`config.mk`:
```
export PLATFORM = sky130hd
export DESIGN_NAME = pipe_controller
export DESIGN_NICKNAME = d
export VERILOG_FILES = /design/src/rtl/pipe_controller.sv
export SDC_FILE = /design/constraint.sdc
export NUM_CORES = 1
export LEC_CHECK = 0
export CELL_PAD_IN_SITES_DETAIL_PLACEMENT = 1
export CELL_PAD_IN_SITES_GLOBAL_PLACEMENT = 2
export CORE_MARGIN = 1
export CORE_UTILIZATION = 30
export CTS_CLUSTER_DIAMETER = 50
export CTS_CLUSTER_SIZE = 30
export DETAILED_ROUTE_END_ITERATION = 12
export PLACE_DENSITY_LB_ADDON = 0.08
export SYNTH_ARGS = -nofsm -noshare
export SYNTH_HDL_FRONTEND = slang
export SYNTH_SLANG_ARGS = --single-unit
```
`constraint.sdc`:
```
create_clock -name clk -period 2.5 [get_ports clk]
set_input_delay 0.25 -clock clk [delete_from_list [all_inputs] [get_ports clk]]
set_output_delay 0.25 -clock clk [all_outputs]
set_load 0.005 [all_outputs]
```
`src/rtl/pipe_controller.sv`:
```
// pipe_controller: pipelined RV32I control unit.
//
// Decodes the instruction held in IF/ID and carries the control bundle through
// the ID/EX, EX/MEM and MEM/WB stage registers. Also generates load-use stalls,
// branch flushes, EX operand forwarding selects and a full-pipeline freeze
// while the cache controller is busy.
//
// Ports:
//   clk, reset          core clock, asynchronous active-low reset
//   instr_id            instruction in the IF/ID register
//   instr_valid         instr_id holds a real instruction
//   br_taken            EX resolved a taken branch or jal/jalr
//   mem_stall           cache controller busy: freeze every stage
//   stall_if            hold PC and IF/ID
//   flush_ifid          clear IF/ID
//   *_ex                EX-stage controls (alu_op, operand selects, branch type,
//                       forwarding selects 00 regfile / 01 EX/MEM / 10 MEM/WB)
//   *_mem               MEM-stage load/store strobes and access size
//   *_wb                WB-stage regfile write enable, source select, rd
//   illegal_o           one-cycle pulse when an unknown opcode reaches EX
module pipe_controller #(
  parameter int REG_AW       = 5,
  parameter int FORWARDING   = 1,
  parameter int ILLEGAL_TRAP = 1
) (
  input  logic              clk,
  input  logic              reset,
  input  logic [31:0]       instr_id,
  input  logic              instr_valid,
  input  logic              br_taken,
  input  logic              mem_stall,
  output logic              stall_if,
  output logic              flush_ifid,
  output logic [3:0]        alu_op_ex,
  output logic              sel_A_ex,
  output logic              sel_B_ex,
  output logic [2:0]        br_type_ex,
  output logic [1:0]        fwd_a_ex,
  output logic [1:0]        fwd_b_ex,
  output logic              rd_en_mem,
  output logic              wr_en_mem,
  output logic [2:0]        mask_mem,
  output logic              reg_wr_wb,
  output logic [1:0]        wb_sel_wb,
  output logic [REG_AW-1:0] rd_wb,
  output logic              illegal_o
);

  localparam logic [6:0] OP_R      = 7'b0110011;
  localparam logic [6:0] OP_I      = 7'b0010011;
  localparam logic [6:0] OP_LOAD   = 7'b0000011;
  localparam logic [6:0] OP_STORE  = 7'b0100011;
  localparam logic [6:0] OP_BRANCH = 7'b1100011;
  localparam logic [6:0] OP_JAL    = 7'b1101111;
  localparam logic [6:0] OP_JALR   = 7'b1100111;
  localparam logic [6:0] OP_LUI    = 7'b0110111;
  localparam logic [6:0] OP_AUIPC  = 7'b0010111;

  localparam logic [3:0] ALU_ADD    = 4'd0;
  localparam logic [3:0] ALU_SUB    = 4'd1;
  localparam logic [3:0] ALU_SLL    = 4'd2;
  localparam logic [3:0] ALU_SLT    = 4'd3;
  localparam logic [3:0] ALU_SLTU   = 4'd4;
  localparam logic [3:0] ALU_XOR    = 4'd5;
  localparam logic [3:0] ALU_SRL    = 4'd6;
  localparam logic [3:0] ALU_SRA    = 4'd7;
  localparam logic [3:0] ALU_OR     = 4'd8;
  localparam logic [3:0] ALU_AND    = 4'd9;
  localparam logic [3:0] ALU_PASS_B = 4'd10;

  localparam logic [2:0] BR_NONE = 3'b010;
  localparam logic [1:0] WB_ALU  = 2'd0;
  localparam logic [1:0] WB_MEM  = 2'd1;
  localparam logic [1:0] WB_PC4  = 2'd2;
  localparam logic [1:0] FWD_RF  = 2'b00;
  localparam logic [1:0] FWD_EXM = 2'b01;
  localparam logic [1:0] FWD_MWB = 2'b10;

  // Full bundle captured into ID/EX; later stages keep only what they consume.
  typedef struct packed {
    logic [3:0]        alu_op;
    logic              sel_a;
    logic              sel_b;
    logic [2:0]        br_type;
    logic              rd_en;
    logic              wr_en;
    logic [2:0]        mask;
    logic              reg_wr;
    logic [1:0]        wb_sel;
    logic [REG_AW-1:0] rd;
  } ctrl_t;

  typedef struct packed {
    logic              rd_en;
    logic              wr_en;
    logic [2:0]        mask;
    logic              reg_wr;
    logic [1:0]        wb_sel;
    logic [REG_AW-1:0] rd;
  } mem_t;

  typedef struct packed {
    logic              reg_wr;
    logic [1:0]        wb_sel;
    logic [REG_AW-1:0] rd;
  } wb_t;

  function automatic ctrl_t bubble_f();
    ctrl_t c;
    c         = '0;
    c.alu_op  = ALU_ADD;
    c.br_type = BR_NONE;
    return c;
  endfunction

  // funct3 -> ALU op; instr[30] picks SUB only for R-type, SRA for both.
  function automatic logic [3:0] alu_f3(input logic [2:0] f3, input logic alt,
                                        input logic is_r);
    logic [3:0] op;
    case (f3)
      3'b000:  op = (alt && is_r) ? ALU_SUB : ALU_ADD;
      3'b001:  op = ALU_SLL;
      3'b010:  op = ALU_SLT;
      3'b011:  op = ALU_SLTU;
      3'b100:  op = ALU_XOR;
      3'b101:  op = alt ? ALU_SRA : ALU_SRL;
      3'b110:  op = ALU_OR;
      default: op = ALU_AND;
    endcase
    return op;
  endfunction

  // ---------------------------------------------------------------- decode
  logic [6:0]        opcode;
  logic [2:0]        f3;
  logic [REG_AW-1:0] rs1, rs2, rd_f;
  ctrl_t             dec;
  logic              use_rs1, use_rs2, known;

  assign opcode = instr_id[6:0];
  assign f3     = instr_id[14:12];
  assign rd_f   = instr_id[7 +: REG_AW];
  assign rs1    = instr_id[15 +: REG_AW];
  assign rs2    = instr_id[20 +: REG_AW];

  always_comb begin
    dec     = bubble_f();
    use_rs1 = 1'b0;
    use_rs2 = 1'b0;
    known   = 1'b1;
    case (opcode)
      OP_R: begin
        dec.alu_op = alu_f3(f3, instr_id[30], 1'b1);
        dec.reg_wr = 1'b1;
        dec.rd     = rd_f;
        use_rs1    = 1'b1;
        use_rs2    = 1'b1;
      end
      OP_I: begin
        dec.alu_op = alu_f3(f3, instr_id[30], 1'b0);
        dec.sel_b  = 1'b1;
        dec.reg_wr = 1'b1;
        dec.rd     = rd_f;
        use_rs1    = 1'b1;
      end
      OP_LOAD: begin
        dec.sel_b  = 1'b1;
        dec.rd_en  = 1'b1;
        dec.mask   = f3;
        dec.reg_wr = 1'b1;
        dec.wb_sel = WB_MEM;
        dec.rd     = rd_f;
        use_rs1    = 1'b1;
      end
      OP_STORE: begin
        dec.sel_b = 1'b1;
        dec.wr_en = 1'b1;
        dec.mask  = f3;
        use_rs1   = 1'b1;
        use_rs2   = 1'b1;
      end
      OP_BRANCH: begin
        // ALU forms the target PC+imm; the comparator reads rs1/rs2.
        dec.sel_a   = 1'b1;
        dec.sel_b   = 1'b1;
        dec.br_type = f3;
        use_rs1     = 1'b1;
        use_rs2     = 1'b1;
      end
      OP_JAL: begin
        dec.sel_a  = 1'b1;
        dec.sel_b  = 1'b1;
        dec.reg_wr = 1'b1;
        dec.wb_sel = WB_PC4;
        dec.rd     = rd_f;
      end
      OP_JALR: begin
        dec.sel_b  = 1'b1;
        dec.reg_wr = 1'b1;
        dec.wb_sel = WB_PC4;
        dec.rd     = rd_f;
        use_rs1    = 1'b1;
      end
      OP_LUI: begin
        dec.alu_op = ALU_PASS_B;
        dec.sel_b  = 1'b1;
        dec.reg_wr = 1'b1;
        dec.rd     = rd_f;
      end
      OP_AUIPC: begin
        dec.sel_a  = 1'b1;
        dec.sel_b  = 1'b1;
        dec.reg_wr = 1'b1;
        dec.rd     = rd_f;
      end
      default: known = 1'b0;
    endcase
    // x0 writes are dropped here so every later rd comparison can rely on
    // reg_wr alone meaning "real, non-zero destination".
    if (!dec.reg_wr || dec.rd == '0) begin
      dec.reg_wr = 1'b0;
      dec.rd     = '0;
    end
  end

  // --------------------------------------------------------- stage registers
  ctrl_t      id_ex;
  logic [1:0] fwd_a_q, fwd_b_q;
  mem_t       ex_mem;
  wb_t        mem_wb;
  logic [3:1] vld_pipe;   // [1] EX, [2] MEM, [3] WB
  logic       illegal_q;

  // ------------------------------------------------------------ hazards
  logic       id_live;
  logic       m_ex1, m_ex2, m_mem1, m_mem2;
  logic       hazard;
  logic [1:0] fwd_a_nx, fwd_b_nx;

  assign id_live = instr_valid && known;

  // A match is against a stage that will write a non-zero rd; rs = 0 is
  // excluded explicitly so x0 never forwards or stalls.
  assign m_ex1  = vld_pipe[1] && id_ex.reg_wr  && use_rs1 && rs1 != '0 && id_ex.rd  == rs1;
  assign m_ex2  = vld_pipe[1] && id_ex.reg_wr  && use_rs2 && rs2 != '0 && id_ex.rd  == rs2;
  assign m_mem1 = vld_pipe[2] && ex_mem.reg_wr && use_rs1 && rs1 != '0 && ex_mem.rd == rs1;
  assign m_mem2 = vld_pipe[2] && ex_mem.reg_wr && use_rs2 && rs2 != '0 && ex_mem.rd == rs2;

  // The select is registered alongside the instruction, so it is decided
  // against what EX/MEM and MEM/WB will hold once this instruction is in EX:
  // today's ID/EX becomes EX/MEM, today's EX/MEM becomes MEM/WB.
  always_comb begin
    hazard   = 1'b0;
    fwd_a_nx = FWD_RF;
    fwd_b_nx = FWD_RF;
    if (FORWARDING != 0) begin
      // Only a load in EX cannot be forwarded in time.
      hazard   = id_live && id_ex.rd_en && (m_ex1 || m_ex2);
      fwd_a_nx = m_ex1 ? FWD_EXM : (m_mem1 ? FWD_MWB : FWD_RF);
      fwd_b_nx = m_ex2 ? FWD_EXM : (m_mem2 ? FWD_MWB : FWD_RF);
    end else begin
      // Write-before-read regfile covers WB, so only EX and MEM stall.
      hazard = id_live && (m_ex1 || m_ex2 || m_mem1 || m_mem2);
    end
  end

  // A taken branch kills the ID instruction anyway, so it cancels a stall.
  logic kill_id;
  assign kill_id = br_taken || hazard || !id_live;

  always_ff @(posedge clk or negedge reset) begin
    if (!reset) begin
      id_ex     <= bubble_f();
      fwd_a_q   <= FWD_RF;
      fwd_b_q   <= FWD_RF;
      ex_mem    <= '0;
      mem_wb    <= '0;
      vld_pipe  <= '0;
      illegal_q <= 1'b0;
    end else if (!mem_stall) begin
      id_ex     <= kill_id ? bubble_f() : dec;
      fwd_a_q   <= kill_id ? FWD_RF : fwd_a_nx;
      fwd_b_q   <= kill_id ? FWD_RF : fwd_b_nx;
      ex_mem    <= '{rd_en:  id_ex.rd_en,  wr_en:  id_ex.wr_en, mask: id_ex.mask,
                     reg_wr: id_ex.reg_wr, wb_sel: id_ex.wb_sel, rd: id_ex.rd};
      mem_wb    <= '{reg_wr: ex_mem.reg_wr, wb_sel: ex_mem.wb_sel, rd: ex_mem.rd};
      vld_pipe  <= {vld_pipe[2:1], !kill_id};
      // Wrong-path (flushed) unknown opcodes do not trap.
      illegal_q <= (ILLEGAL_TRAP != 0) && instr_valid && !known && !br_taken;
    end else begin
      // Frozen: the pulse must not stretch across the stall.
      illegal_q <= 1'b0;
    end
  end

  // ------------------------------------------------------------ outputs
  assign stall_if   = reset && (mem_stall || (hazard && !br_taken));
  assign flush_ifid = reset && !mem_stall && br_taken;

  assign alu_op_ex  = id_ex.alu_op;
  assign sel_A_ex   = id_ex.sel_a;
  assign sel_B_ex   = id_ex.sel_b;
  assign br_type_ex = id_ex.br_type;
  assign fwd_a_ex   = fwd_a_q;
  assign fwd_b_ex   = fwd_b_q;
  assign rd_en_mem  = ex_mem.rd_en;
  assign wr_en_mem  = ex_mem.wr_en;
  assign mask_mem   = ex_mem.mask;
  assign reg_wr_wb  = mem_wb.reg_wr;
  assign wb_sel_wb  = mem_wb.wb_sel;
  assign rd_wb      = mem_wb.rd;
  assign illegal_o  = illegal_q;

  // Immediate bits and the WB valid are not consumed by control.
  logic unused_bits;
  assign unused_bits = ^{instr_id, vld_pipe[3]};

endmodule
```
Yosys cells after proc, flatten, opt, wreduce, memory -nomap -nowiden
Index checks and enable logic that the tools add are counted.
W data, S select, Z words.
Storage, ports and cells
  logic and storage cells: 115
  output and inout bits: 29
  register bits after elaboration: 50
Operators by class
  eq/ne operators: 19
  mux-type cells: 27
  reductions and logical operators: 46
Operators by type and width (number)
  $pmux W4 S7: 2
  $logic_and A1 B1 Y1: 23
  $mux W22: 1
  $eq A7 B6 Y1 const B: 3
  $eq A7 B7 Y1 const B: 3
  $eq A5 B5 Y1: 4
  $eq A7 B5 Y1 const B: 2
  $mux W1: 12
  $mux W2: 6
  $pmux W4 S3: 1
  $mux W5: 2
  $reduce_bool A5 Y1: 2
  $eq A3 B3 Y1 const B: 3
  $reduce_or A9 Y1: 1
  $reduce_or A8 Y1: 1
  $eq A7 B2 Y1 const B: 1
  $reduce_or A7 Y1: 1
  $eq A3 B2 Y1 const B: 2
  $logic_not A1 Y1: 6
  $mux W3: 2
  $reduce_or A3 Y1: 2
  $reduce_or A6 Y1: 1
  $logic_not A5 Y1: 1
  $logic_or A1 B1 Y1: 5
  4 further kinds: 5

Logic depth before layout (Yosys ltp)
Gate-level depths: netlist of run 1.
  depth after elaboration: 11
  depth in mapped cells: 7
  gate-level depth less buffers: 6

Least setup slack after synthesis of run 1
No wires, ideal clock.
  path type: register to register
  start: reg id_ex[3] (netlist name)
  end: reg id_ex[11] (netlist name)
  stages on the path, launching flop included: 7
  path slack: 0.700 ns
  arrival: 1.679 ns
  cells stage by stage: dfrtp_1 -> xor2_1 -> nor4_1 -> nand4_1 -> o211ai_4 -> nor3_2 -> a22o_1
On the way
  cells in the longest elaborated chain, start to end: 7
RTL lines
  from (decl): RTL line 227  | ctrl_t id_ex;
  from (signal assigned): RTL line 273  | id_ex <= bubble_f();
  from (signal assigned): RTL line 281  | id_ex <= kill_id ? bubble_f() : dec;
  $eq A5 B5 Y1 (on tied branches): RTL line 244, 245
  $logic_and A1 B1 Y1 (on tied branches): RTL line 244, 245
  $logic_or A1 B1 Y1 *
  $logic_and A1 B1 Y1 *: RTL line 258  | hazard = id_live && id_ex.rd_en && (m_ex1 || m_ex2);
  $logic_or A1 B1 Y1 * (2 in series): RTL line 269  | assign kill_id = br_taken || hazard || !id_live;
  $mux W22 *: RTL line 281
Every way passes the cells marked *; elsewhere a longest branch is shown, timed or not.
A chain may end at the register's enable or synchronous reset.

Worst setup path in the final report of run 1
  start: reg id_ex[3] (netlist name)
  end: out stall_if
On the way
  cells in the longest elaborated chain, start to end: 7
RTL lines
  $eq A5 B5 Y1 (on tied branches): RTL line 244, 245
  $logic_and A1 B1 Y1 (on tied branches): RTL line 244, 245
  $logic_or A1 B1 Y1 *
  $logic_and A1 B1 Y1 *: RTL line 258
  $logic_and A1 B1 Y1 *: RTL line 297  | assign stall_if = reset && (mem_stall || (hazard && !br_taken));
  $logic_or A1 B1 Y1 *: RTL line 297
  $logic_and A1 B1 Y1 *: RTL line 297
  to (decl): RTL line 32  | output logic stall_if,
Marks and branches as above.

==> flow_summary.html, run 1 <==
<table>
<tr><th>Metric</th><th>Value</th></tr>
<tr><th colspan="2">Synthesis</th></tr>
<tr><td>Syn Nets</td><td>275</td></tr>
<tr><td>Number of different library cells in the post-synthesis netlist</td><td>44</td></tr>
<tr><td>Dominant cell type by area after synthesis</td><td>sky130_fd_sc_hd__dfrtp_1</td></tr>
<tr><td>Cell area after synthesis</td><td>2519 um2</td></tr>
<tr><td>Fraction of post-synthesis cell area in the top cell type by area</td><td>46.70%</td></tr>
<tr><td>Post-Syn Instances</td><td>238</td></tr>
<tr><td>Mean cell area of the mapped netlist</td><td>10.58 um2</td></tr>
<tr><td>YS warnings</td><td>0</td></tr>
<tr><td>Post-synthesis register bit count</td><td>48</td></tr>
<tr><td>Post-synth top flop</td><td>sky130_fd_sc_hd__dfrtp_1</td></tr>
<tr><td>Commonest cells in the synthesized netlist</td><td>sky130_fd_sc_hd__dfrtp_1 (47), sky130_fd_sc_hd__nand2_1 (24), sky130_fd_sc_hd__mux2_2 (20), sky130_fd_sc_hd__xor2_1 (16), sky130_fd_sc_hd__nor2_1 (11)</td></tr>
<tr><td>FFs w/ async S/R, synth</td><td>100.0%</td></tr>
<tr><td>Dominant cell by count in the synthesized netlist</td><td>sky130_fd_sc_hd__dfrtp_1</td></tr>
<tr><td>Synth top area cells</td><td>sky130_fd_sc_hd__dfrtp_1 (47%), sky130_fd_sc_hd__mux2_2 (8.9%), sky130_fd_sc_hd__xor2_1 (5.6%)</td></tr>
<tr><td>Number of synthesized flops with an enable pin</td><td>0</td></tr>
<tr><td>Fraction of the yosys area taken by sequential cells</td><td>47.74%</td></tr>
<tr><th colspan="2">Layout</th></tr>
<tr><td>Layout cell share with drive strength beyond 1</td><td>23.77%</td></tr>
<tr><td>FF+latch area</td><td>1202 um2</td></tr>
<tr><td>Area of combinational cells with multiple inputs</td><td>1189 um2</td></tr>
<tr><td>Layout overhead on the synthesized area</td><td>39.20%</td></tr>
<tr><td>Filler Cells Inserted</td><td>939</td></tr>
<tr><td>Ant. Diodes</td><td>0</td></tr>
<tr><td>Net total in the final layout</td><td>360</td></tr>
<tr><th colspan="2">Timing</th></tr>
<tr><td>Final worst path period share</td><td>94.82%</td></tr>
<tr><td>Pins over their slew limit</td><td>0</td></tr>
<tr><td>Final hold vios</td><td>0</td></tr>
<tr><td>Setup total negative slack</td><td>0 ps</td></tr>
<tr><td>Number of endpoints failing setup at the final stage</td><td>0</td></tr>
<tr><td>Normalized max-slew margin</td><td>57.41%</td></tr>
<tr><td>Layout Skew</td><td>4.136 ps</td></tr>
<tr><td>Final-layout worst hold slack</td><td>13.62 ps</td></tr>
<tr><td>Setup repair after global routing missed its margin</td><td>no</td></tr>
<tr><td>Slew at the pin closest to its max-slew limit</td><td>634.6 ps</td></tr>
<tr><td>Final critical-path required period</td><td>2371 ps</td></tr>
<tr><td>Maximum frequency from static timing analysis</td><td>421.8 MHz</td></tr>
<tr><th colspan="2">Critical path</th></tr>
<tr><td>R2R Path Start</td><td>id_ex[3]</td></tr>
<tr><td>Crit Path Max Fanout</td><td>4</td></tr>
<tr><td>Category of the critical setup timing path</td><td>reg -&gt; out</td></tr>
<tr><td>Kind of start point of the critical path</td><td>register</td></tr>
<tr><td>Launching instance or port of the critical path</td><td>id_ex[3]</td></tr>
<tr><td>Data required time of the critical path</td><td>2250 ps</td></tr>
<tr><td>Critical Path Sink Type</td><td>output pin</td></tr>
<tr><td>Worst endpoint data arrival time</td><td>2120 ps</td></tr>
<tr><th colspan="2">Pwr</th></tr>
<tr><td>Combinational group share of total power</td><td>13.9%</td></tr>
<tr><td>Pint</td><td>1077 uW</td></tr>
<tr><td>Switching power</td><td>382.7 uW</td></tr>
<tr><td>Static Leakage</td><td>0.001601 uW</td></tr>
<tr><td>Power density of the placed cells</td><td>416.3 nW/um2</td></tr>
<tr><td>Worst IR drop on VDD</td><td>158.2 uV</td></tr>
<tr><td>Clock Power Share</td><td>32.7%</td></tr>
<tr><td>Switching fraction of total power</td><td>26.22%</td></tr>
<tr><td>Part of the power in registers</td><td>53.4%</td></tr>
<tr><th colspan="2">Floorplanning</th></tr>
<tr><td>X dimension of the die</td><td>93.63 um</td></tr>
<tr><td>Total core area</td><td>8175 um2</td></tr>
<tr><td>Die Ht</td><td>93.63 um</td></tr>
<tr><td>I/O pin count</td><td>66</td></tr>
<tr><td>Die Outline Area</td><td>8766 um2</td></tr>
<tr><td>Initial Utilization</td><td>30.81%</td></tr>
<tr><td>Number of rows created at floorplan</td><td>33</td></tr>
<tr><th colspan="2">Global routing</th></tr>
<tr><td>Antenna violations before repair</td><td>0</td></tr>
<tr><td>Total gr overflow</td><td>0</td></tr>
<tr><td>Vias in the first global route</td><td>2145</td></tr>
<tr><td>Largest net degree at the start of global routing</td><td>46</td></tr>
<tr><td>Wire length of the first global-routing pass</td><td>11.45 mm</td></tr>
<tr><td>Total GRT Usage</td><td>17.34%</td></tr>
<tr><th colspan="2">Route</th></tr>
<tr><td>Avg WL per Cell</td><td>16.31 um</td></tr>
<tr><td>Number of design-rule violations left by the first detailed-router iteration</td><td>70</td></tr>
<tr><td>Routed wire length</td><td>6.999 mm</td></tr>
<tr><td>Vias per std cell</td><td>4.965</td></tr>
<tr><td>Routed via count</td><td>2130</td></tr>
<tr><td>Number of design rule violations left after detail routing</td><td>0</td></tr>
<tr><td>Detail Route Antenna Nets</td><td>0</td></tr>
<tr><td>First-pass iteration count of the detailed router</td><td>4</td></tr>
<tr><th colspan="2">Placement</th></tr>
<tr><td>Final Wtd Congestion</td><td>0.8414</td></tr>
<tr><td>Number of buffers added on ports</td><td>59</td></tr>
<tr><td>DP HPWL</td><td>5.528 mm</td></tr>
<tr><th colspan="2">Run</th></tr>
<tr><td>Max_cap viols</td><td>0</td></tr>
<tr><th colspan="2">Clock network</th></tr>
<tr><td>H-tree levels</td><td>2</td></tr>
<tr><td>Buffer cell driving the clock tree root</td><td>sky130_fd_sc_hd__clkbuf_8</td></tr>
<tr><td>Inserted Clock Buffers</td><td>5</td></tr>
<tr><td>Total number of clock tree sinks</td><td>48</td></tr>
<tr><td>Clock-pin transition on the worst setup and hold timing paths</td><td>90 ps</td></tr>
<tr><td>Source-to-sink clock delay at the later pin of the worst-skew pair</td><td>300 ps</td></tr>
<tr><td>CTS Hold Buffers Added</td><td>0</td></tr>
<tr><td>Maximum clock path buffer count</td><td>2</td></tr>
<tr><td>CTS tree</td><td>built</td></tr>
<tr><th colspan="2">Run status</th></tr>
<tr><td>Result of the run</td><td>finished clean</td></tr>
<tr><th colspan="2">Hold path</th></tr>
<tr><td>Worst min-delay path category</td><td>in -&gt; async</td></tr>
</table>
through the flow:
step | utilization (%) | area, um2 | instances | total power (uW) | setup WS (ps)
3_5_place_dp | 41.55 | 3397 | 419 | 1000 | -266.3
6_report | 42.88 | 3506 | 429 | 1460 | 129.4
5_1_grt | 42.88 | 3506 | 429 | 1531 | 0.5131
3_3_place_gp | 41.55 | 3397 | 419 | 998.1 | -269.3
4_1_cts | 42.81 | 3500 | 429 | 1482 | 65.69
2_1_floorplan | - | 2519 | 238 | 868.1 | 700.2
state kept, by name (all words and copies together), names as in the netlist, 3 cells and up:
| name | cells |
|---|---|
| br_type_ex | 3 |
| id_ex | 12 |
| rd_wb | 5 |
| mask_mem | 3 |
| ex_mem | 8 |
| alu_op_ex | 4 |
cell type report:
cell class                      count  area share, %
Sequential cell                    48          34.30
Multi-Input combinational cell    165          33.90
Timing Repair Buffer               99          24.98
Tap cell                          105          3.747
Clock buffer                        5          1.963
Clock inverter                      3         0.6781
Inverter                            4         0.4283
power groups by stage:
stage                     sequential (uW)  clock [uW]  combinational [uW]
after floorplan                       795           0                73.2
after global placement                795           0                 203
after detailed placement              795           0                 205
after CTS                             780         498                 205
after global routing                  780         527                 224
final                                 780         477                 203
path summary, 6_finish.rpt:
kind                       slack, ps             to  cells after the start
max                              130       stall_if                      8
min                               10      ex_mem[3]                      2
max reg2reg                      280       id_ex[9]                      9
min reg2reg                      490   alu_op_ex[1]                      2
max in group asynchronous       2130  br_type_ex[1]                      2
min in group clk                 310      illegal_o                      2
routing by layer:
layer	vias to the layer above	wire length (um)	global-route usage, %
met4	0	51	4.231
met5	-	0	0
li1	1021	-	-
met2	43	3137	26.16
met1	1062	3579	25.73
met3	4	231	2.764
timing repair:
item | CTS | global route
setup endpoints to repair | 1 | 1
pin swaps | 1 | 1
gates resized for setup | 5 | 1
setup buffers | 2 | 0
logic make-up (layout without fill, tap and decap cells):
family                    after synthesis  after routing  synth area share [%]
buffers and inverters                  25            111                 5.315
AOI/OAI and AO/OA                      45             45                 14.16
DFF                                    48             48                 47.74
xor gates and xnor gates               20             20                 6.954
muxes                                  21             21                 9.339
and+or+nand+nor                        79             79                 16.49
layout by cell type (no fill, tap or decap), types with 4 or more instances in the layout:
cell / synthesis / layout
sky130_fd_sc_hd__nor2_1: 11 / 11
sky130_fd_sc_hd__a32o_1: 8 / 8
sky130_fd_sc_hd__nand2b_1: 4 / 4
sky130_fd_sc_hd__clkbuf_8: 0 / 5
sky130_fd_sc_hd__a22o_1: 9 / 9
sky130_fd_sc_hd__nand3_1: 5 / 5
sky130_fd_sc_hd__xnor2_1: 4 / 4
sky130_fd_sc_hd__clkdlybuf4s50_1: 0 / 56
sky130_fd_sc_hd__buf_4: 10 / 40
sky130_fd_sc_hd__o21ai_0: 8 / 7
sky130_fd_sc_hd__dfrtp_1: 47 / 47
sky130_fd_sc_hd__nand4_1: 7 / 7
sky130_fd_sc_hd__nand2_1: 24 / 24
sky130_fd_sc_hd__a21oi_1: 5 / 5
sky130_fd_sc_hd__inv_1: 4 / 4
sky130_fd_sc_hd__xor2_1: 16 / 16
sky130_fd_sc_hd__mux2_2: 20 / 20
sky130_fd_sc_hd__nor3_1: 9 / 9
critical path: stages (launching register included):
cell                      delay (ps)
sky130_fd_sc_hd__dfrtp_1         460
sky130_fd_sc_hd__xor2_1          190
sky130_fd_sc_hd__nor4_1          320
sky130_fd_sc_hd__buf_4           180
sky130_fd_sc_hd__nand4_1         110
sky130_fd_sc_hd__o21ai_1         140
sky130_fd_sc_hd__a31oi_1         100
sky130_fd_sc_hd__nor2b_1         160
sky130_fd_sc_hd__buf_2           140
No activity file was read; power rests on OpenSTA's default activity.
==> run 2, diff against run 1 <==
--- a/config.mk
+++ b/config.mk
@@ -8,7 +8,8 @@
 export CELL_PAD_IN_SITES_DETAIL_PLACEMENT = 1
 export CELL_PAD_IN_SITES_GLOBAL_PLACEMENT = 2
 export CORE_MARGIN = 1
-export CORE_UTILIZATION = 30
+export CORE_UTILIZATION = 31
+export CTS_BUF_LIST = sky130_fd_sc_hd__clkbuf_8
 export CTS_CLUSTER_DIAMETER = 50
 export CTS_CLUSTER_SIZE = 30
 export DETAILED_ROUTE_END_ITERATION = 12
==> run 2 against run 1 <==
Design area is 2.5% higher. Power is 9.7% higher. Clock skew is 5.1 ps higher. Die area is 3.2% lower. Fmax is 2.6% higher. Largest power group unchanged. Highest routed layer unchanged.
==> flow_summary.html, run 2 (synthesis gave the netlist of run 1 again) <==
<table>
<tr><th>Metric</th><th>Value</th></tr>
<tr><th colspan="2">Run status</th></tr>
<tr><td>Result of the run</td><td>finished clean</td></tr>
<tr><th colspan="2">Pwr</th></tr>
<tr><td>Clock Power Share</td><td>38.5%</td></tr>
<tr><td>Static Leakage</td><td>0.001649 uW</td></tr>
<tr><td>Combinational group share of total power</td><td>12.8%</td></tr>
<tr><td>Overall power consumption</td><td>1602 uW</td></tr>
<tr><td>Switching power</td><td>367.8 uW</td></tr>
<tr><td>Part of the power in registers</td><td>48.7%</td></tr>
<tr><td>Switching fraction of total power</td><td>22.96%</td></tr>
<tr><td>Pint</td><td>1234 uW</td></tr>
<tr><td>Worst IR drop on VDD</td><td>165.5 uV</td></tr>
<tr><td>Power density of the placed cells</td><td>445.6 nW/um2</td></tr>
<tr><th colspan="2">Timing</th></tr>
<tr><td>Normalized max-slew margin</td><td>60.10%</td></tr>
<tr><td>Final-layout worst hold slack</td><td>241.8 ps</td></tr>
<tr><td>Layout Skew</td><td>9.278 ps</td></tr>
<tr><td>Maximum frequency from static timing analysis</td><td>432.6 MHz</td></tr>
<tr><td>Pins over their slew limit</td><td>0</td></tr>
<tr><td>Final worst path period share</td><td>92.45%</td></tr>
<tr><td>Final critical-path required period</td><td>2311 ps</td></tr>
<tr><td>Setup repair after global routing missed its margin</td><td>no</td></tr>
<tr><td>Final hold vios</td><td>0</td></tr>
<tr><td>Number of endpoints failing setup at the final stage</td><td>0</td></tr>
<tr><td>Slew at the pin closest to its max-slew limit</td><td>594.5 ps</td></tr>
<tr><th colspan="2">Global routing</th></tr>
<tr><td>Total GRT Usage</td><td>17.81%</td></tr>
<tr><td>Largest net degree at the start of global routing</td><td>37</td></tr>
<tr><td>Wire length of the first global-routing pass</td><td>11.51 mm</td></tr>
<tr><td>Antenna violations before repair</td><td>0</td></tr>
<tr><td>Vias in the first global route</td><td>2188</td></tr>
<tr><td>Total gr overflow</td><td>0</td></tr>
<tr><th colspan="2">Layout</th></tr>
<tr><td>Final instance count without filler cells</td><td>431</td></tr>
<tr><td>Net total in the final layout</td><td>365</td></tr>
<tr><td>Most common cell after layout, fill and taps aside</td><td>sky130_fd_sc_hd__clkdlybuf4s50_1</td></tr>
<tr><td>Util after Layout</td><td>46.04%</td></tr>
<tr><td>Most flops, register</td><td>id_ex</td></tr>
<tr><td>Number of flip-flops under the largest register name</td><td>12</td></tr>
<tr><td>Most frequent cells in the layout</td><td>sky130_fd_sc_hd__clkdlybuf4s50_1 (56), sky130_fd_sc_hd__dfrtp_1 (44), sky130_fd_sc_hd__buf_4 (44)</td></tr>
<tr><td>Layout cell share with drive strength beyond 1</td><td>26.75%</td></tr>
<tr><td>Layout overhead on the synthesized area</td><td>42.72%</td></tr>
<tr><td>Ant. Diodes</td><td>0</td></tr>
<tr><th colspan="2">Route</th></tr>
<tr><td>Detail Route Antenna Nets</td><td>0</td></tr>
<tr><td>Vias per std cell</td><td>4.961</td></tr>
<tr><td>Number of design-rule violations left by the first detailed-router iteration</td><td>86</td></tr>
<tr><td>Routed via count</td><td>2138</td></tr>
<tr><td>Number of design rule violations left after detail routing</td><td>0</td></tr>
<tr><td>Routed wire length</td><td>6.982 mm</td></tr>
<tr><td>First-pass iteration count of the detailed router</td><td>4</td></tr>
<tr><td>Avg WL per Cell</td><td>16.20 um</td></tr>
<tr><th colspan="2">Placement</th></tr>
<tr><td>Placed Cells incl. Taps</td><td>419</td></tr>
<tr><td>Number of buffers added on ports</td><td>59</td></tr>
<tr><td>Final Wtd Congestion</td><td>0.8236</td></tr>
<tr><td>DP HPWL</td><td>5.456 mm</td></tr>
<tr><th colspan="2">Floorplanning</th></tr>
<tr><td>Die Ht</td><td>92.14 um</td></tr>
<tr><td>Die Outline Area</td><td>8489 um2</td></tr>
<tr><td>X dimension of the die</td><td>92.14 um</td></tr>
<tr><td>Number of rows created at floorplan</td><td>32</td></tr>
<tr><td>Initial Utilization</td><td>32.26%</td></tr>
<tr><td>Total core area</td><td>7807 um2</td></tr>
<tr><td>I/O pin count</td><td>66</td></tr>
<tr><th colspan="2">Hold path</th></tr>
<tr><td>Worst min-delay path category</td><td>in -&gt; reg</td></tr>
<tr><th colspan="2">Clock network</th></tr>
<tr><td>Buffer cell driving the clock tree root</td><td>sky130_fd_sc_hd__clkbuf_8</td></tr>
<tr><td>Total number of clock tree sinks</td><td>48</td></tr>
<tr><td>CTS tree</td><td>built</td></tr>
<tr><td>Inserted Clock Buffers</td><td>5</td></tr>
<tr><td>Maximum clock path buffer count</td><td>2</td></tr>
<tr><td>H-tree levels</td><td>2</td></tr>
<tr><td>Source-to-sink clock delay at the later pin of the worst-skew pair</td><td>300 ps</td></tr>
<tr><td>Clock-pin transition on the worst setup and hold timing paths</td><td>90 ps</td></tr>
<tr><th colspan="2">Critical path</th></tr>
<tr><td>Critical Path Sink Type</td><td>output pin</td></tr>
<tr><td>Worst endpoint data arrival time</td><td>2060 ps</td></tr>
<tr><td>Category of the critical setup timing path</td><td>reg -&gt; out</td></tr>
<tr><td>Kind of start point of the critical path</td><td>register</td></tr>
<tr><td>Data required time of the critical path</td><td>2250 ps</td></tr>
<tr><td>Crit Path Max Fanout</td><td>4</td></tr>
<tr><th colspan="2">Run</th></tr>
<tr><td>Max_cap viols</td><td>0</td></tr>
</table>
## run 2: cell count changes in the layout (fill, tap and decap cells not counted), sizes merged
cell | previous run | this run
bufinv | 0 | 1
clkinvlp | 2 | 0
clkbuf | 5 | 7
clkinv | 1 | 0
buf | 43 | 47
dlygate4sd3 | 0 | 1
## run 2: repair_timing
item / CTS / global route
gates resized for setup: 5 / 8
hold buffers: 1 / 0
endpoints found under the setup margin: 1 / 1
buffers inserted: 1 / 3
pin swaps: 1 / 3
endpoints found under the hold margin: 11 / 0
## run 2: routing by layer
metal,up-vias,share of wire [%],wire (um),track usage (%)
met4,0,1.1,78,4.427
met2,36,45,3153,26.62
met5,-,0,0,0
met1,1064,51,3565,26.36
met3,7,2.6,183,3.317
li1,1031,-,-,-
## run 2: final timing paths
path,depth (start not counted),slack (ps),startpoint,endpoint
worst max-delay path,9,190,id_ex[0],stall_if
worst min-delay path,2,240,mem_stall,illegal_o
worst max register to register,9,350,id_ex[0],br_type_ex[0]
worst min register to register,1,500,sel_A_ex,sel_A_ex
max in group asynchronous,3,1520,reset,id_ex[0]
min in group asynchronous,3,520,reset,id_ex[5]
## run 2: critical path: stages (launching register included)
cell and delay, ps:
sky130_fd_sc_hd__dfrtp_2 450, sky130_fd_sc_hd__xor2_1 160, sky130_fd_sc_hd__nor4_2 320, sky130_fd_sc_hd__buf_4 170, sky130_fd_sc_hd__nand2_2 50, sky130_fd_sc_hd__o21ai_2 130
sky130_fd_sc_hd__buf_4 130, sky130_fd_sc_hd__a31oi_2 90, sky130_fd_sc_hd__nor2b_2 140, sky130_fd_sc_hd__buf_2 120
## run 2: cell type report
type	instances	area, um2
clock buffers	7	96.34
flip-flops and latches	48	1206
well taps	102	127.6
fillers	874	4213
multi-input cells	165	1204
inverters	4	15.01
repair buffers	104	915.9
clock inverters	1	30.03
## run 2: power by group through the flow
stage	clock network, uW	registers [uW]	logic, uW
after floorplan	0	795	73.2
after global placement	0	795	203
after detailed placement	0	795	204
after CTS	632	780	207
after global routing	665	780	226
final	617	779	206
## run 2: per-stage QoR
step           setup TNS (ps)  worst slack [ps]  cell area [um2]
3_5_place_dp           -316.6            -316.6             3416
4_1_cts                     0             4.072             3567
5_1_grt                     0             30.96             3595
3_3_place_gp           -334.8            -334.8             3416
6_report                    0             188.6             3595
2_1_floorplan               0             700.2             2519
==> RTL edit 1: new RTL, flow settings as in run 1 <==
Change the parameter `FORWARDING` from 1 to 0.
--- a/src/rtl/pipe_controller.sv
+++ b/src/rtl/pipe_controller.sv
@@ -21,5 +21,5 @@
 module pipe_controller #(
   parameter int REG_AW       = 5,
-  parameter int FORWARDING   = 1,
+  parameter int FORWARDING   = 0,
   parameter int ILLEGAL_TRAP = 1
 ) (
Behaviour: not the same (a bounded check fails within 4 cycles, from zero or initial values and one cycle with reset low).
==> RTL edit 1 against run 1 <==
  * Setup slack lost 0.049 ns
  * Routed wire length shrank 8.5%
  * Utilization shrank 1.0 points
  * Sequential power shrank 7.7%
  * Final area shrank 5.8%
  * Sequential cell count shrank 4
  * Area after synthesis shrank 0.40%
  * Power grew 2.3%
  * Critical endpoint unchanged
  * Largest cell class is now multi-input gates
  * Highest routed layer unchanged
==> RTL edit 1: results (changes against run 1) <==
metric;value;unit;change
status;finished clean;;
Fin Clk Skew;0.01003;ns;+0.005896 ns
vias per cell;4.916;;-1.0%
Lkg Pwr;1.394;nW;-13%
routability cong.;0.7809;;-7.2%
Worst VDD drop;0.0002107;V;+33%
Top delay family on crit path;buffers and inverters;;
Synth cell types;41;;-6.8%
worst slack at placement;-0.1617;ns;+0.1046 ns
first-pass GRT wire length;10510;um;-8.3%
WL/cell;15.89;um;-2.6%
number of global-route vias before repair;2061;;-3.9%
DP HPWL;4849;um;-12%
top cells by count, synth;43 x dfrtp_1, 34 x nand2_1, 22 x mux2_2;;
Synth area leaders;dfrtp_1 43%, mux2_2 9.9%, o21ai_2 7.0%, xnor2_1 7.0%, nand2_1 5.1%;;
Setup Fix Bufs, Post-CTS;0;;-2
Post-Place Cell Area;3168;sq um;-6.7%
clock buffer depth;2;;unchanged
register area share after synthesis;43.94;%;-3.8 points
fin nets;337;;-6.4%
critical path arrival;2.17;ns;+0.05 ns
slowest CP cell;or4_4;;
DRT iter0 DRCs;50;;-29%
final hold vios;0;;unchanged
port buffer count;55;;-6.8%
layout cells sized above 1;28.90;%;+5.1 points
largest net degree at the start of global routing;32;;-30%
CP max FO;2;;-2
worst stage delay on the critical path;0.56;ns;+0.10 ns
Total GRT Usage;15.72;%;-1.6 points
-- RTL edit 1: cell count changes after synthesis, moves of 4 or more --
cell,run 1,this run
or4b_2,0,4
dfrtp_1,47,43
xor2_1,16,0
buf_4,10,16
xnor2_1,4,20
o21ai_0,8,4
a22o_1,9,0
nand4_1,7,13
nor2_1,11,4
a32o_1,8,0
nand2_1,24,34
nor3_1,9,3
o21ai_2,0,20
-- RTL edit 1: worst paths after layout --
| kind | startpoint | to | slack [ns] | cells past startpoint |
|---|---|---|---|---|
| setup / recovery | instr_id[16] | stall_if | 0.08 | 7 |
| hold reg to reg | id_ex[8] | id_ex[8] | 0.49 | 2 |
| min in group clk | mem_stall | alu_op_ex[0] | 0.42 | 4 |
| setup reg to reg | id_ex[4] | alu_op_ex[0] | 0.71 | 6 |
| max in group asynchronous | reset | rd_wb[3] | 1.36 | 3 |
| hold / removal | reset | id_ex[5] | 0.40 | 2 |
-- RTL edit 1: metal layers --
| metal | track usage (%) | wire (um) |
|---|---|---|
| met1 | 21.00 | 2960 |
| met5 | 0 | 0 |
| met4 | 5.000 | 87 |
| met2 | 25.61 | 3058 |
| met3 | 2.927 | 297 |
-- RTL edit 1: layout make-up --
class / instances / area (sq um)
inverter: 2 / 7.507
fill: 882 / 4586
timing repair buffer: 79 / 721.9
sequential: 44 / 1102
clock inverter: 3 / 46.29
tap: 102 / 127.6
clock buffer: 5 / 68.82
multi-input combinational: 168 / 1227
-- RTL edit 1: power by group --
group	leakage (nW)	internal [W]	switching, W
logic	0.729	0.000105	0.000100
clock network	0.0548	0.000301	0.000267
registers	0.610	0.000716	0.00000413
-- RTL edit 1: timing repair --
action | 4_1_cts | 5_1_grt
gates resized for setup | 3 | 0
hold endpoints to repair | 12 | 0
setup endpoints to repair | 1 | 1
hold buffers | 1 | 0
pin swaps | 1 | 1
-- RTL edit 1: logic make-up (layout without fill, tap and decap cells) --
group                  count (synthesis)  count (layout)  share of synthesized area (%)
AND/OR/NAND/NOR                       81              81                          18.06
flip-flops                            44              44                          43.94
AO/OA/AOI/OAI                         40              40                          12.62
buffers and inverters                 31              89                          7.980
multiplexers                          23              23                          10.27
XOR/XNOR                              20              20                          6.983
other                                  1               4                         0.1495
-- RTL edit 1: through the flow --
stage               instances  setup TNS, ns  hold slack, ns  power [W]
floorplan                 243              0        -0.04559  0.0008215
global placement          394        -0.1196          0.2101  0.0009386
detailed placement        394        -0.1617          0.2026  0.0009394
CTS                       403              0          0.4105   0.001518
global route              403              0          0.4323   0.001563
finish                    403              0          0.4013   0.001493
==> RTL edit 2: new RTL, settings of run 1 <==
Without the edit above. Reset style: synchronous (`reset`), changed in one clocked block. Comments in the files are not updated.
--- a/src/rtl/pipe_controller.sv
+++ b/src/rtl/pipe_controller.sv
@@ -269,5 +269,5 @@
   assign kill_id = br_taken || hazard || !id_live;
 
-  always_ff @(posedge clk or negedge reset) begin
+  always_ff @(posedge clk) begin
     if (!reset) begin
       id_ex     <= bubble_f();
Check against the original RTL: differs if reset is asserted again (counterexample within 4 cycles, from zero or initial values and one cycle with reset low); with reset held inactive, the same outputs for 10 cycles.
==> RTL edit 2 against run 1 <==
  * Area after synthesis decreased by 4.2%
  * Setup slack got worse by 0.066 ns
  * Final area decreased by 2.0%
  * Clock skew decreased by 0.0014 ns
  * Largest power group unchanged
  * Power increased by 0.53%
  * Utilization increased by 1.3 points
  * Sequential cell count unchanged
  * Routed wire length decreased by 5.3%
==> RTL edit 2: results (changes against run 1) <==
metric;value;unit;change
status;finished clean;;
first-pass GRT wire length;10850;um;-5.2%
post-route design area;3435;sq um;-2.0%
Max-slew headroom;64.49;%;+7.1 points
layout cells sized above 1;17.00;%;-6.8 points
max FFs per register;12;;unchanged
Fin Clk Skew;0.002742;ns;-0.001394 ns
Inst Count DP;447;;+6.7%
Power per Cell Area;427.2;nW/um^2;+2.6%
drt total wl;6631;um;-5.3%
R2R Path Start;id_ex[2];;
GRT met2 Usage;24.87;%;-1.3 points
asr flop ratio synth;0;%;-100 points
fill count;909;;-3.2%
combinational power share;13.7;%;-0.2 points
Worst VDD drop;0.0001902;V;+20%
Syn Nets;305;;+11%
fin nets;389;;+8.1%
metal3 WL;267;um;+16%
R2R Path End;id_ex[1];;
met2 WL;2862;um;-8.8%
DRT iter0 DRCs;41;;-41%
WL/cell;14.57;um;-11%
depth of the most critical reg-to-reg path;7;;-2
Post-Place Cell Area;3322;sq um;-2.2%
top cells by count, synth;48 x dfxtp_1, 25 x nand2_1, 24 x nor2b_1;;
Top reg by flops;id_ex;;
met3 Use GR;3.814;%;+1.1 points
worst stage delay on the critical path;0.55;ns;+0.09 ns
critical path arrival;2.19;ns;+0.07 ns
period utilization;97.48;%;+2.7 points
Syn Area/Cell;9.006;sq um;-15%
Hold Path Class;register to register;;
CP max FO;2;;-2
number of global-route vias before repair;2120;;-1.2%
vias;2216;;+4.0%
Top delay family on crit path;buffers and inverters;;
clock power share;34.1;%;+1.4 points
Net Switching;0.0003672;W;-4.0%
Total GRT Usage;16.53;%;-0.81 points
met1 WL;3423;um;-4.4%
Lkg Pwr;1.269;nW;-21%
GR Layer Usage met1;23.54;%;-2.2 points
routability cong.;0.7766;;-7.7%
Synth area leaders;dfxtp_1 40%, mux2i_1 8.7%, nor2b_1 6.2%, xnor2_1 4.7%, nand2_1 3.9%;;
DP HPWL;5195;um;-6.0%
R2R setup slack;0.43;ns;+0.15 ns
Critical Path Source;instr_id[21];;
Synth cell types;46;;+4.5%
slowest CP cell;or4_4;;
largest net degree at the start of global routing;27;;-41%
[RTL edit 2: cell types whose count changed in the layout (fill, tap and decap cells not counted), sizes merged, moves of 4 or more]
| cell | change |
|---|---|
| xnor2 | +9 |
| xor2 | -9 |
| nand4 | -4 |
| mux2i | +20 |
| nand3 | +7 |
| nor2b | +21 |
| a22o | -7 |
| dfrtp | -47 |
| dfxtp | +48 |
| o21ai | +7 |
| mux2 | -20 |
[RTL edit 2: repair_timing]
action                                  in CTS  in global routing
buffers inserted                             0                  0
endpoints found under the setup margin       1                  1
pin swaps                                    3                  2
gates resized for setup                      7                  0
[RTL edit 2: cell families after synthesis]
family	Yosys count	synth area share [%]
buffers and inverters	27	6.169
XOR/XNOR	20	7.258
flip-flops	48	39.81
AO/OA/AOI/OAI	49	14.72
AND/OR/NAND/NOR	103	23.33
multiplexers	21	8.709
[RTL edit 2: worst min-delay path, cell delays in order (launching register included)]
cell     delay [ns]
dfxtp_1        0.32
nand2_1        0.05
o21ai_1        0.05
[RTL edit 2: area by class of cell]
type / count / area share [%]
Clock buffer: 6 / 2.404
Clock inverter: 2 / 0.4372
Inverter: 3 / 0.3279
Multi-Input combinational cell: 193 / 38.51
Sequential cell: 48 / 27.98
Tap cell: 102 / 3.716
Timing Repair Buffer: 101 / 26.63
[RTL edit 2: stage by stage]
step	setup slack (ns)	hold WS (ns)
after global routing	0.00006772	0.4790
final	0.06304	0.4576
after CTS	0.03422	0.4603
after floorplan	0.7357	0.3782
after global placement	-0.1956	0.4382
after detailed placement	-0.2152	0.4465
[RTL edit 2: worst max path at each step]
stage	endpoint
floorplan	id_ex[0]
global placement	stall_if
global route	stall_if
CTS	stall_if
detailed placement	stall_if
finish	stall_if
